### config.mk
export PLATFORM = sky130hd
export DESIGN_NAME = bus_sequencer
export DESIGN_NICKNAME = d
export VERILOG_FILES = /design/src/rtl/bus_sequencer.sv
export SDC_FILE = /design/constraint.sdc
export NUM_CORES = 1
export LEC_CHECK = 0
export ABC_AREA = 1
export CAP_MARGIN = 40
export CORE_UTILIZATION = 45
export DETAILED_ROUTE_END_ITERATION = 16
export MAX_ROUTING_LAYER = met4
export PLACE_DENSITY_LB_ADDON = 0.08
export SETUP_SLACK_MARGIN = 0.15
export SLEW_MARGIN = 20
export SYNTH_ARGS = -nofsm -noshare
export SYNTH_HDL_FRONTEND = slang
export SYNTH_SLANG_ARGS = --single-unit
### constraint.sdc
create_clock -name clk_sys_i -period 5.2 [get_ports clk_sys_i]
set_clock_uncertainty 0.2 [all_clocks]
set_input_delay 0.78 -clock clk_sys_i [delete_from_list [all_inputs] [get_ports clk_sys_i]]
set_output_delay 0.78 -clock clk_sys_i [all_outputs]
set_load 0.01 [all_outputs]
### src/rtl/bus_sequencer.sv
`default_nettype none
// ============================================================================
//  Module   : bus_sequencer
//  Purpose  : Shared system bus timing sequencer. Each CPU cycle of
//             CYCLE_LEN system clocks is split into four quarters:
//               Q0 video fetch, Q1 DMA window A, Q2-Q3 CPU access.
//             Q3 becomes DMA window B when the CPU is halted.
//             NUM_CH DMA requesters are served round-robin.
//  Ports    : clk_sys_i, reset_i        clock, async active-high reset
//             cpu_ready_i, bus_rw_ni    CPU run/halt and CPU direction
//             bus_data_i                data bus, captured on DMA reads
//             ch_*_i / ch_done_o        per-channel request and completion
//             rd_data_o                 last DMA read data
//             phi2_o, cpu_*_o           CPU clock and CPU bus strobes
//             video_*_o                 video slot and fetch strobes
//             dma_*_o                   granted channel's bus cycle
//  Revision : 1.0  initial release
// ============================================================================
module bus_sequencer #(
  parameter int NUM_CH     = 2,
  parameter int ADDR_WIDTH = 17,
  parameter int DATA_WIDTH = 8,
  parameter int CYCLE_LEN  = 16
) (
  input  logic                         clk_sys_i,
  input  logic                         reset_i,
  input  logic                         cpu_ready_i,
  input  logic                         bus_rw_ni,
  input  logic [DATA_WIDTH-1:0]        bus_data_i,
  input  logic [NUM_CH-1:0]            ch_pending_i,
  input  logic [NUM_CH-1:0]            ch_rw_ni,
  input  logic [NUM_CH*ADDR_WIDTH-1:0] ch_addr_i,
  input  logic [NUM_CH*DATA_WIDTH-1:0] ch_data_i,
  output logic [NUM_CH-1:0]            ch_done_o,
  output logic [DATA_WIDTH-1:0]        rd_data_o,
  output logic                         phi2_o,
  output logic                         cpu_enable_o,
  output logic                         cpu_read_o,
  output logic                         cpu_write_o,
  output logic                         video_select_o,
  output logic                         video_ram_strobe_o,
  output logic                         video_rom_strobe_o,
  output logic                         dma_select_o,
  output logic [NUM_CH-1:0]            dma_grant_o,
  output logic [ADDR_WIDTH-1:0]        dma_addr_o,
  output logic [DATA_WIDTH-1:0]        dma_data_o,
  output logic                         dma_rw_no,
  output logic                         dma_read_o,
  output logic                         dma_write_o
);

  localparam int CNT_W = $clog2(CYCLE_LEN);
  localparam int Q     = CYCLE_LEN / 4;
  localparam int QW    = CNT_W - 2;
  localparam int PTR_W = (NUM_CH > 1) ? $clog2(NUM_CH) : 1;
  localparam int SUM_W = PTR_W + 1;

  localparam logic [CNT_W-1:0] CNT_ARB_A   = CNT_W'(Q - 1);
  localparam logic [CNT_W-1:0] CNT_END_A   = CNT_W'(2 * Q - 1);
  localparam logic [CNT_W-1:0] CNT_ARB_B   = CNT_W'(3 * Q - 1);
  localparam logic [CNT_W-1:0] CNT_END_B   = CNT_W'(4 * Q - 1);
  localparam logic [CNT_W-1:0] CNT_VRAM    = CNT_W'(Q / 2 - 1);
  localparam logic [CNT_W-1:0] CNT_VROM    = CNT_W'(Q - 1);
  localparam logic [CNT_W-1:0] CNT_WR_LO   = CNT_W'(2 * Q + 1);
  localparam logic [CNT_W-1:0] CNT_WR_HI   = CNT_W'(4 * Q - 2);
  localparam logic [QW-1:0]    OFF_LAST    = QW'(Q - 1);
  localparam logic [QW-1:0]    OFF_CAPTURE = QW'(Q - 2);
  localparam logic [SUM_W-1:0] SUM_NUM_CH  = SUM_W'(NUM_CH);

  // --------------------------------------------------------------------------
  // State registers
  // --------------------------------------------------------------------------
  logic [CNT_W-1:0]      cnt_q,        cnt_d;
  logic [PTR_W-1:0]      ptr_q,        ptr_d;
  logic                  b_open_q,     b_open_d;
  logic                  sel_q,        sel_d;
  logic [NUM_CH-1:0]     grant_q,      grant_d;
  logic [ADDR_WIDTH-1:0] addr_q,       addr_d;
  logic [DATA_WIDTH-1:0] data_q,       data_d;
  logic                  rw_q,         rw_d;
  logic                  dma_read_q,   dma_read_d;
  logic                  dma_write_q,  dma_write_d;
  logic [NUM_CH-1:0]     done_q,       done_d;
  logic [DATA_WIDTH-1:0] rd_data_q,    rd_data_d;
  logic                  phi2_q,       phi2_d;
  logic                  cpu_en_q,     cpu_en_d;
  logic                  cpu_rd_q,     cpu_rd_d;
  logic                  cpu_wr_q,     cpu_wr_d;
  logic                  vsel_q,       vsel_d;
  logic                  vram_q,       vram_d;
  logic                  vrom_q,       vrom_d;

  // --------------------------------------------------------------------------
  // Round-robin search from ptr_q
  // --------------------------------------------------------------------------
  logic                  arb_found;
  logic [PTR_W-1:0]      arb_idx;
  logic [SUM_W-1:0]      arb_sum;
  logic [SUM_W-1:0]      ptr_inc;
  logic [NUM_CH-1:0]     arb_grant;
  logic [ADDR_WIDTH-1:0] arb_addr;
  logic [DATA_WIDTH-1:0] arb_data;
  logic                  arb_rw;

  always_comb begin
    arb_found = 1'b0;
    arb_idx   = '0;
    arb_sum   = '0;
    for (int i = 0; i < NUM_CH; i++) begin
      // (ptr + i) mod NUM_CH without a divider; ptr + i < 2*NUM_CH
      arb_sum = {1'b0, ptr_q} + SUM_W'(i);
      if (arb_sum >= SUM_NUM_CH) begin
        arb_sum = arb_sum - SUM_NUM_CH;
      end
      if (!arb_found && ch_pending_i[arb_sum[PTR_W-1:0]]) begin
        arb_found = 1'b1;
        arb_idx   = arb_sum[PTR_W-1:0];
      end
    end
  end

  // Select the winning channel's request fields.
  always_comb begin
    arb_grant = '0;
    arb_addr  = '0;
    arb_data  = '0;
    arb_rw    = 1'b1;
    for (int k = 0; k < NUM_CH; k++) begin
      if (arb_idx == PTR_W'(k)) begin
        arb_grant[k] = 1'b1;
        arb_addr     = ch_addr_i[k*ADDR_WIDTH +: ADDR_WIDTH];
        arb_data     = ch_data_i[k*DATA_WIDTH +: DATA_WIDTH];
        arb_rw       = ch_rw_ni[k];
      end
    end
  end

  assign ptr_inc = {1'b0, arb_idx} + SUM_W'(1);

  // --------------------------------------------------------------------------
  // Next-state logic. Every output register is loaded with the value that
  // belongs to cnt_d, so the outputs always match the counter they sit
  // beside and never glitch.
  // --------------------------------------------------------------------------
  logic          at_arb_a;
  logic          at_arb_b;
  logic          arb_now;
  logic          win_end;
  logic [1:0]    quarter_d;
  logic [QW-1:0] off_d;
  logic [QW-1:0] off_q;

  assign cnt_d     = cnt_q + 1'b1;   // power-of-two length wraps for free
  assign quarter_d = cnt_d[CNT_W-1 -: 2];
  assign off_d     = cnt_d[QW-1:0];
  assign off_q     = cnt_q[QW-1:0];
  assign at_arb_a  = (cnt_q == CNT_ARB_A);
  assign at_arb_b  = (cnt_q == CNT_ARB_B);
  assign arb_now   = at_arb_a || (at_arb_b && !cpu_ready_i);
  assign win_end   = (cnt_q == CNT_END_A) || (cnt_q == CNT_END_B);

  always_comb begin
    ptr_d     = ptr_q;
    b_open_d  = b_open_q;
    sel_d     = sel_q;
    grant_d   = grant_q;
    addr_d    = addr_q;
    data_d    = data_q;
    rw_d      = rw_q;
    rd_data_d = rd_data_q;

    // Window B is decided once per cycle; a cpu_ready_i change elsewhere
    // waits for the next sample point.
    if (at_arb_b) begin
      b_open_d = !cpu_ready_i;
    end else if (cnt_q == CNT_END_B) begin
      b_open_d = 1'b0;
    end

    if (arb_now) begin
      sel_d   = arb_found;
      grant_d = arb_found ? arb_grant : '0;
      addr_d  = arb_found ? arb_addr  : '0;
      data_d  = arb_found ? arb_data  : '0;
      rw_d    = arb_found ? arb_rw    : 1'b1;
      if (arb_found) begin
        ptr_d = (ptr_inc >= SUM_NUM_CH) ? '0 : ptr_inc[PTR_W-1:0];
      end
    end else if (win_end) begin
      sel_d   = 1'b0;
      grant_d = '0;
      addr_d  = '0;
      data_d  = '0;
      rw_d    = 1'b1;
    end

    // Capture on the last clock of the read strobe so the RAM has had the
    // whole strobe to drive the bus.
    if (sel_q && rw_q && (off_q == OFF_CAPTURE)) begin
      rd_data_d = bus_data_i;
    end

    dma_read_d  = sel_d &&  rw_d && (off_d != '0) && (off_d != OFF_LAST);
    dma_write_d = sel_d && !rw_d && (off_d != '0) && (off_d != OFF_LAST);
    done_d      = (sel_d && (off_d == OFF_LAST)) ? grant_d : '0;

    phi2_d   = cnt_d[CNT_W-1];
    vsel_d   = (quarter_d == 2'd0);
    vram_d   = (cnt_d == CNT_VRAM);
    vrom_d   = (cnt_d == CNT_VROM);
    cpu_en_d = (quarter_d == 2'd2) || ((quarter_d == 2'd3) && !b_open_d);
    cpu_rd_d = cpu_en_d && bus_rw_ni;
    cpu_wr_d = cpu_en_d && !bus_rw_ni &&
               (cnt_d >= CNT_WR_LO) && (cnt_d <= CNT_WR_HI);
  end

  // --------------------------------------------------------------------------
  // Registers
  // --------------------------------------------------------------------------
  always_ff @(posedge clk_sys_i or posedge reset_i) begin
    if (reset_i) begin
      cnt_q       <= '0;
      ptr_q       <= '0;
      b_open_q    <= 1'b0;
      sel_q       <= 1'b0;
      grant_q     <= '0;
      addr_q      <= '0;
      data_q      <= '0;
      rw_q        <= 1'b1;
      dma_read_q  <= 1'b0;
      dma_write_q <= 1'b0;
      done_q      <= '0;
      rd_data_q   <= '0;
      phi2_q      <= 1'b0;
      cpu_en_q    <= 1'b0;
      cpu_rd_q    <= 1'b0;
      cpu_wr_q    <= 1'b0;
      vsel_q      <= 1'b0;
      vram_q      <= 1'b0;
      vrom_q      <= 1'b0;
    end else begin
      cnt_q       <= cnt_d;
      ptr_q       <= ptr_d;
      b_open_q    <= b_open_d;
      sel_q       <= sel_d;
      grant_q     <= grant_d;
      addr_q      <= addr_d;
      data_q      <= data_d;
      rw_q        <= rw_d;
      dma_read_q  <= dma_read_d;
      dma_write_q <= dma_write_d;
      done_q      <= done_d;
      rd_data_q   <= rd_data_d;
      phi2_q      <= phi2_d;
      cpu_en_q    <= cpu_en_d;
      cpu_rd_q    <= cpu_rd_d;
      cpu_wr_q    <= cpu_wr_d;
      vsel_q      <= vsel_d;
      vram_q      <= vram_d;
      vrom_q      <= vrom_d;
    end
  end

  assign ch_done_o          = done_q;
  assign rd_data_o          = rd_data_q;
  assign phi2_o             = phi2_q;
  assign cpu_enable_o       = cpu_en_q;
  assign cpu_read_o         = cpu_rd_q;
  assign cpu_write_o        = cpu_wr_q;
  assign video_select_o     = vsel_q;
  assign video_ram_strobe_o = vram_q;
  assign video_rom_strobe_o = vrom_q;
  assign dma_select_o       = sel_q;
  assign dma_grant_o        = grant_q;
  assign dma_addr_o         = addr_q;
  assign dma_data_o         = data_q;
  assign dma_rw_no          = rw_q;
  assign dma_read_o         = dma_read_q;
  assign dma_write_o        = dma_write_q;

endmodule
`default_nettype wire

# --- Word-level counts from Yosys, hierarchy flattened ---
# Cells that the tools add are included.
totals:
  reg_bits: 54
  in_bits: 66
  output_inout_bits: 48
  word_cells: 103
op_classes:
  addsub: 5
  order_cmp: 7
  eq_ne: 11
  muxes: 33
  n_reduce_logical: 28
ops:
  columns: ["op", "count"]
  rows:
  - ["$mux 17", 4]
  - ["$mux 8", 4]
  - ["$mux 1", 21]
  - ["$logic_and 1x1->1", 16]
  - ["$eq 2x2->1 const B", 4]
  - ["$eq 4x2->1 const B", 2]
  - ["$eq 4x4->1 const B", 2]
  - ["$mux 2", 4]
  - ["$logic_not 1->1", 5]
  - ["$add 1x1->2 const B", 2]
  - ["$add 4x1->4 const B", 1]
  - ["$eq 4x1->1 const B", 1]
  - ["$eq 4x3->1 const B", 1]
  - ["$ge 2x2->1 const B", 2]
  - ["$ge 4x4->1 const B", 1]
  - ["$le 4x4->1 const B", 1]
  - ["$lt 1x2->1 const B", 2]
  - ["$reduce_bool 2->1", 2]
  - ["$logic_or 1x1->1", 3]
  - ["$ge 1x2->1 const B", 1]
  - ["$logic_not 2->1", 1]
  - ["$ne 2x2->1 const B", 1]
  - ["$reduce_and 2->1", 1]
  - ["$sub 1x1->1 const B", 2]

# --- Logic depth before layout (Yosys ltp) ---
logic_depth:
  word_depth: 15
  ltp_mapped: 9
  mapped_depth_nobuf: 9

# --- Least setup slack after synthesis ---
# OpenSTA, ideal clock, no wires.
synth_timing:
  path_kind: "input-to-reg"
  from: "in cpu_ready_i"
  to: "reg addr_q[10], in the netlist dma_addr_o[10]"
  setup_time_ns: 0.121
  arrival_time_ns: 1.452
  t_required_ns: 4.879
  setup_slack_ns: 3.427
  path_stages: 7
  path_buffers: 1
  cell_sequence: "nand2_1 -> inv_1 -> nor2_8 -> nor2_8 -> buf_6 -> nand2_1 -> nand3_2"
synth_via:
  elab_chain_cells: 4
  elab_cells_between_ends: 5
  classes_between: "mux (1); reduce/logical (4)"
synth_lines:
  columns: ["element", "line_no", "rtl"]
  rows:
  - ["start: declaration", "27", "input logic cpu_ready_i,"]
  - ["$logic_not 1->1 *", "159", "assign arb_now = at_arb_a || (at_arb_b && !cpu_ready_i);"]
  - ["$logic_and 1x1->1 *", "159", null]
  - ["$logic_or 1x1->1 *", "159", null]
  - ["$mux 17 or $reduce_bool 2->1 (tied branches)", null, null]
  - ["end signal: assignment", "247", "addr_q <= addr_d;"]
  - ["end: declaration", "78", "logic [ADDR_WIDTH-1:0] addr_q, addr_d;"]
# Mark *: on every way between the ends. The rest lies on a longest branch, timed or not.
# A chain may end at the register's enable or synchronous reset.

# --- Worst setup path in the final report ---
layout_timing:
  from: "in ch_pending_i[1]"
  to: "reg done_q[1], in the netlist ch_done_o[1]"
layout_via:
  elab_chain_cells: 10
  elab_cells_between_ends: 16
  classes_between: "mux (13); reduce/logical (3)"
layout_lines:
  columns: ["element", "line_no", "rtl"]
  rows:
  - ["start: declaration", "30", "input logic [NUM_CH-1:0] ch_pending_i,"]
  - ["$mux 1 (implied by the code) (2 in series)", "115", "if (!arb_found && ch_pending_i[arb_sum[PTR_W-1:0]]) begin"]
  - ["$mux 1", "115", null]
  - ["$logic_not 1->1", "115", null]
  - ["$logic_and 1x1->1", "115", null]
  - ["$mux 1", "115", null]
  - ["$mux 1", "129", "if (arb_idx == PTR_W'(k)) begin"]
  - ["$mux 2", "182", "grant_d = arb_found ? arb_grant : '0;"]
  - ["$mux 2", "180", "if (arb_now) begin"]
  - ["$mux 2 *", "205", "done_d = (sel_d && (off_d == OFF_LAST)) ? grant_d : '0;"]
  - ["net done_d[1]", "83", "logic [NUM_CH-1:0] done_q, done_d;"]
  - ["end signal: assignment", "252", "done_q <= done_d;"]
  - ["end: declaration", "83", null]
# Mark *: on every way through the listed nets, which the timed path passes. The rest lies on a longest branch. The select of a mux whose other input is x is not followed.

==> impl_metrics.yaml <==
power:
  power.density_nw_per_um2: 219
  power.leakage_nw: 1.78
  max-vdd-ir-drop_v: 0.000137
floorplanning:
  die_w_um: 76.7
  design.die.area_sq_um: 5880
  initial_core_util: 0.479
  num_rows: 26
  die_y_um: 76.7
  io_pins: 114
  coreArea_sq_um: 5240
final_layout:
  antennaDiodeCount: 0
  fillers: 405
  stdcell_area_sq_um: 3780
  drive_gt1_frac: 0.174
  area_delta_synth_final_pct: 50.5
  final_core_util: 0.721
  nets: 437
worst_setup_path:
  end_kind: "flop"
  reg2reg_depth: 6
  cp.required_ps: 5240
  cpLargestDelayFamily: "buffers and inverters"
  r2r_setup_slack_ps: 2950
  critical_path_class: "input port to flop"
  start_kind: "input port"
  path_cells: "clkdlybuf4s50_1 -> inv_2 -> a21oi_4 -> inv_1 -> nor2_2 -> a21oi_1 -> nor2_1"
  slowest_delay_ps: 520
  critical_path_arrival_ps: 2890
  path_buf_inv: 3
  reg2reg_from: "ptr_q"
  slowest_stage: "clkdlybuf4s50_1"
  critPathMaxFanout: 16
  r2r_end: "ch_done_o[1]"
placed_design:
  placed_area_sq_um: 3660
  dp_hpwl_um: 4220
  gp_congestion: 0.749
  port_buffers: 113
  dp_slack_ps: 2010
cts:
  cts-resized-gates: 0
  cts.sinks: 53
  clock-root-buffer: "clkbuf_8"
  clk_pin_slew_ps: 90
  worst_skew_pair.late_latency_ps: 300
  postCtsHoldBufs: 0
  cts_buffers: 5
  tritoncts: "built"
  htreeDepth: 2
  cts_setup_buffers: 0
  clk_path_buf_depth: 2
timing:
  slew_headroom: 0.554
  tightest_slew_ps: 668
  rsz0062_at_grt: "false"
  finalWorstSetupSlack_ps: 2360
  fmax_mhz: 352
  post-route-min-period_ps: 2840
  fin_crit_sh: 0.547
  finalHoldViolCount: 0
  maxSlewViolCount: 0
  tns_ps: 0
  setup_violations: 0
grt:
  grt_pass1_wl_um: 9970
  grt-ovfl-total: 0
  grt_usage: 0.218
  antenna_found_initial: 0
  grt_max_degree: 54
  grt_pass1_vias: 2087
routing:
  firstDrtPassIters: 4
  vias: 2068
  drt_wl_total_um: 5830
  drc: 0
  viasPerCell: 4.73
  ant_nets: 0
  drtIter0Drc: 79
  wire_per_inst_um: 13.4
min_path:
  whs_path_depth: 2
  min_from: "dma_data_o[5]"
  min_path_type: "flop to flop"
  min_to: "dma_data_o[5]"
synthesis:
  synth_nets: 323
  synth_seq_cells: 53
  seq_area_frac_synth: 0.529
  yosysUniqueCellTypes: 28
  netlist_instances: 252
  netlist_area_sq_um: 2510
  synth_warnings: 0
  synth.avg_cell_area_sq_um: 9.96
flow_run:
  cap_viol_max_count: 0
run_status:
  outcome: "completed"
==> cell type report <==
class,count,area [sq um],share of cell area
Sequential cell,53,1330,0.351
Multi-Input combinational cell,164,1000,0.265
Clock inverter,1,30.0,0.00795
Inverter,28,108,0.0285
Tap cell,70,87.6,0.0232
Clock buffer,7,86.3,0.0229
Timing Repair Buffer,114,1140,0.301
==> cells by family after synthesis <==
group | synth area share
AND/OR/NAND/NOR | 0.235
flip-flops | 0.529
buffers and inverters | 0.0728
AO/OA/AOI/OAI | 0.0992
multiplexers | 0.0359
adder cells (fa/ha/maj) | 0.0249
XOR/XNOR | 0.00349
==> cells in the mapped netlist <==
cell / instances / area [sq um]
a21oi_1: 3 / 15.0
a21oi_4: 1 / 16.3
buf_12: 1 / 20.0
buf_2: 2 / 10.0
buf_4: 1 / 7.51
buf_6: 2 / 22.5
buf_8: 1 / 15.0
dfrtp_1: 52 / 1300
dfstp_2: 1 / 26.3
ha_1: 5 / 62.6
inv_1: 23 / 86.3
inv_2: 4 / 15.0
inv_4: 1 / 6.26
mux2_2: 8 / 90.1
nand2_1: 58 / 218
nand2_2: 6 / 37.5
nand2_4: 2 / 22.5
nand3_1: 11 / 55.1
nand3_2: 9 / 90.1
nand3b_1: 1 / 7.51
nor2_1: 24 / 90.1
nor2_2: 1 / 6.26
nor2_4: 2 / 22.5
nor2_8: 2 / 40.0
o21ai_0: 7 / 35.0
o21ai_1: 5 / 25.0
o21ai_2: 18 / 158
xor2_1: 1 / 8.76
==> metal layers <==
metal	part of all wire	up-vias	wire length [um]	GRT usage
met2	0.48	74	2810	0.354
met3	0.053	6	308	0.0464
met4	0.011	0	62	0.0519
li1	-	1019	-	-
met5	0	-	0	-
met1	0.45	969	2650	0.280
==> where the power goes <==
part	switching, mW	leakage (nW)	internal (mW)
Clock	0.133	0.0585	0.157
Combinational	0.0398	1.02	0.0693
Sequential	0.00517	0.703	0.423
Total	0.178	1.78	0.649
==> registers in the layout (all words and copies together), names as in the netlist <==
register and count:
b_open_q 1, ch_done_o 2, cnt_q 4, cpu_enable_o 1, cpu_read_o 1, cpu_write_o 1
dma_addr_o 17, dma_data_o 8, dma_grant_o 2, dma_read_o 1, dma_rw_no 1, dma_select_o 1
dma_write_o 1, ptr_q 1, rd_data_o 8, video_ram_strobe_o 1, video_rom_strobe_o 1, video_select_o 1
==> worst max-delay path by stage <==
stage,cells after the start,end,start
2_1_floorplan,1,b_open_q,reset_i
3_3_place_gp,7,ch_done_o[1],ch_pending_i[1]
3_5_place_dp,7,ch_done_o[1],ch_pending_i[1]
4_1_cts,7,ch_done_o[1],ch_pending_i[1]
5_1_grt,7,ch_done_o[1],ch_pending_i[1]
6_report,7,ch_done_o[1],ch_pending_i[1]
==> cell usage in the layout, fill, tap and decap left out, types with 2 or more instances in the layout <==
cell and count:
clkdlybuf4s50_1 113, nand2_1 58, dfrtp_1 52, nor2_1 24
inv_1 22, o21ai_2 18, nand3_1 11, nand3_2 9
mux2_2 8, o21ai_0 7, nand2_2 6, clkbuf_8 6
inv_2 5, o21ai_1 5, ha_1 5, a21oi_1 3
nor2_4 2, nand2_4 2, nor2_8 2
==> worst min-delay path, stage by stage, from the launching register on <==
cell	delay (ps)
dfrtp_1	350
nand2_1	70
o21ai_2	50
==> metrics by stage <==
stage                     hold WS [ps]  power (mW)  cells
final                              290       0.827    437
after detailed placement           274       0.546    429
after global placement             267       0.545    429
after floorplan                    261       0.468    252
after global routing               322       0.855    437
after CTS                          296       0.835    437
No activity file was read; power rests on OpenSTA's default activity.
==> variant, RTL diff (same settings) <==
Set the parameter `CYCLE_LEN` to 32 (it was 16).
--- a/src/rtl/bus_sequencer.sv
+++ b/src/rtl/bus_sequencer.sv
@@ -22,3 +22,3 @@
   parameter int DATA_WIDTH = 8,
-  parameter int CYCLE_LEN  = 16
+  parameter int CYCLE_LEN  = 32
 ) (
Check against the original RTL: not equivalent (Yosys sat finds a counterexample within 4 cycles, from zero or initial values and one cycle with reset_i high).
==> variant against the unedited design <==
Power shrank 4.8%; synthesized cell count grew 23%; sequential cell count grew 1; setup slack gained 450 ps; critical endpoint is now dma_rw_no; synthesized area grew 0.60%; routed wire length grew 3.5%; largest cell class unchanged; critical path type is now flop to output port; fmax grew 19%; design area shrank 0.17%.
==> variant: results (changes against the unedited design) <==
Status
  • Status: complete, no violations (unchanged)

Detailed routing
  • Initial DRC Count: 94 (was 79)
  • WL per Instance: 12.2 um (was 13.4 um)

Min path
  • Hold Path Origin: dma_addr_o[2] (was dma_data_o[5])

Global route
  • First-pass GRT wire length: 10100 um (was 9970 um)
  • Vias in the first global route: 2203 (was 2087)
  • All-layer global routing usage: 21.9% (was 21.8%)

Synth
  • Mux cell area share after synthesis: 0% (was 3.59%)
  • Synth cell types: 24 (was 28)
  • Synth Area in Compound Gates: 3.57% (was 9.92%)
  • XOR/XNOR Fraction of Synth Area: 0.347% (was 0.349%)
  • Sequential-to-total area share from yosys stat: 53.6% (was 52.9%)
  • Avg Inst Size Synth: 8.12 sq um (was 9.96 sq um)

Critical path
  • Crit path max-delay cell type: dfstp_2 (was clkdlybuf4s50_1)
  • Critical Path Fanout Max: 4 (was 16)
  • Worst r2r src: cnt_q[0] (was ptr_q)
  • R2R Path End: rd_data_o[7] (was ch_done_o[1])
  • Register-to-Register Path Depth: 4 (was 6)
  • CP delay by family, top: flip-flops (was buffers and inverters)
  • Worst EP arrival: 1420 ps (was 2890 ps)
  • Reg2reg setup slack: 3340 ps (was 2950 ps)
  • CP Capture Point: dma_rw_no (was ch_done_o[1])
  • Max stage delay on crit path: 580 ps (was 520 ps)

Place
  • Detailed placement HPWL: 4450 um (was 4220 um)
  • DP Worst Slack: 2490 ps (was 2010 ps)
  • GP Congestion: 0.790 (was 0.749)

Power
  • Peak VDD IR: 139 uV (was 137 uV)
  • Switch Pwr: 180 uW (was 178 uW)

Layout
  • Layout cells sized above 1: 6.37% (was 17.4%)
  • Nets: 497 (was 437)

STA
  • Max-slew headroom: 51.0% (was 55.4%)
  • Final worst-path cycle share: 46.1% (was 54.7%)
==> variant: changes by cell type after synthesis, sizes merged, moves of 2 or more <==
cell / delta
nand2: +94
o21ai: -19
nor2: -13
mux2: -8
inv: +4
a21oi: -3
nand3: -3
nand4: +2
==> variant: area by class of cell <==
type | count | area, sq um
fillers | 446 | 1500
repair buffers | 114 | 1140
inverters | 32 | 123
clock buffers | 6 | 82.6
flip-flops and latches | 54 | 1350
well taps | 70 | 87.6
multi-input cells | 218 | 987
==> variant: kinds of logic after synthesis <==
family / count (synthesis)
xor+xnor: 1
buf+inv: 39
flops: 54
compound gates: 14
simple gates: 197
fa+ha+maj: 6
==> variant: through the flow <==
stage                     cells  util [%]
final                       494      71.6
after global routing        494      71.6
after CTS                   494      71.6
after detailed placement    488      70.0
after global placement      488      70.0
after floorplan             311         -
==> variant: per-layer routing <==
layer,up-vias,part of all wire (%),GRT usage [%]
li1,1164,-,-
met1,1037,44,27.0
met2,74,47,34.8
met3,10,7.1,5.71
met4,0,1.6,7.88
met5,-,0,-
==> variant: worst min-delay path by stage <==
stage,endpoint,slack (ps),depth (start not counted)
final,dma_addr_o[2],290,2
after global routing,dma_addr_o[14],310,2
after CTS,dma_addr_o[4],290,2
after detailed placement,dma_addr_o[4],260,2
after global placement,dma_addr_o[8],260,2
after floorplan,b_open_q,260,2
==> variant: power by group through the flow <==
| stage | combinational, uW | clock (uW) | sequential, uW |
|---|---|---|---|
| floorplan | 35.9 | 0 | 450 |
| global placement | 119 | 0 | 445 |
| detailed placement | 121 | 0 | 445 |
| CTS | 121 | 235 | 438 |
| global route | 133 | 250 | 439 |
| finish | 120 | 230 | 438 |
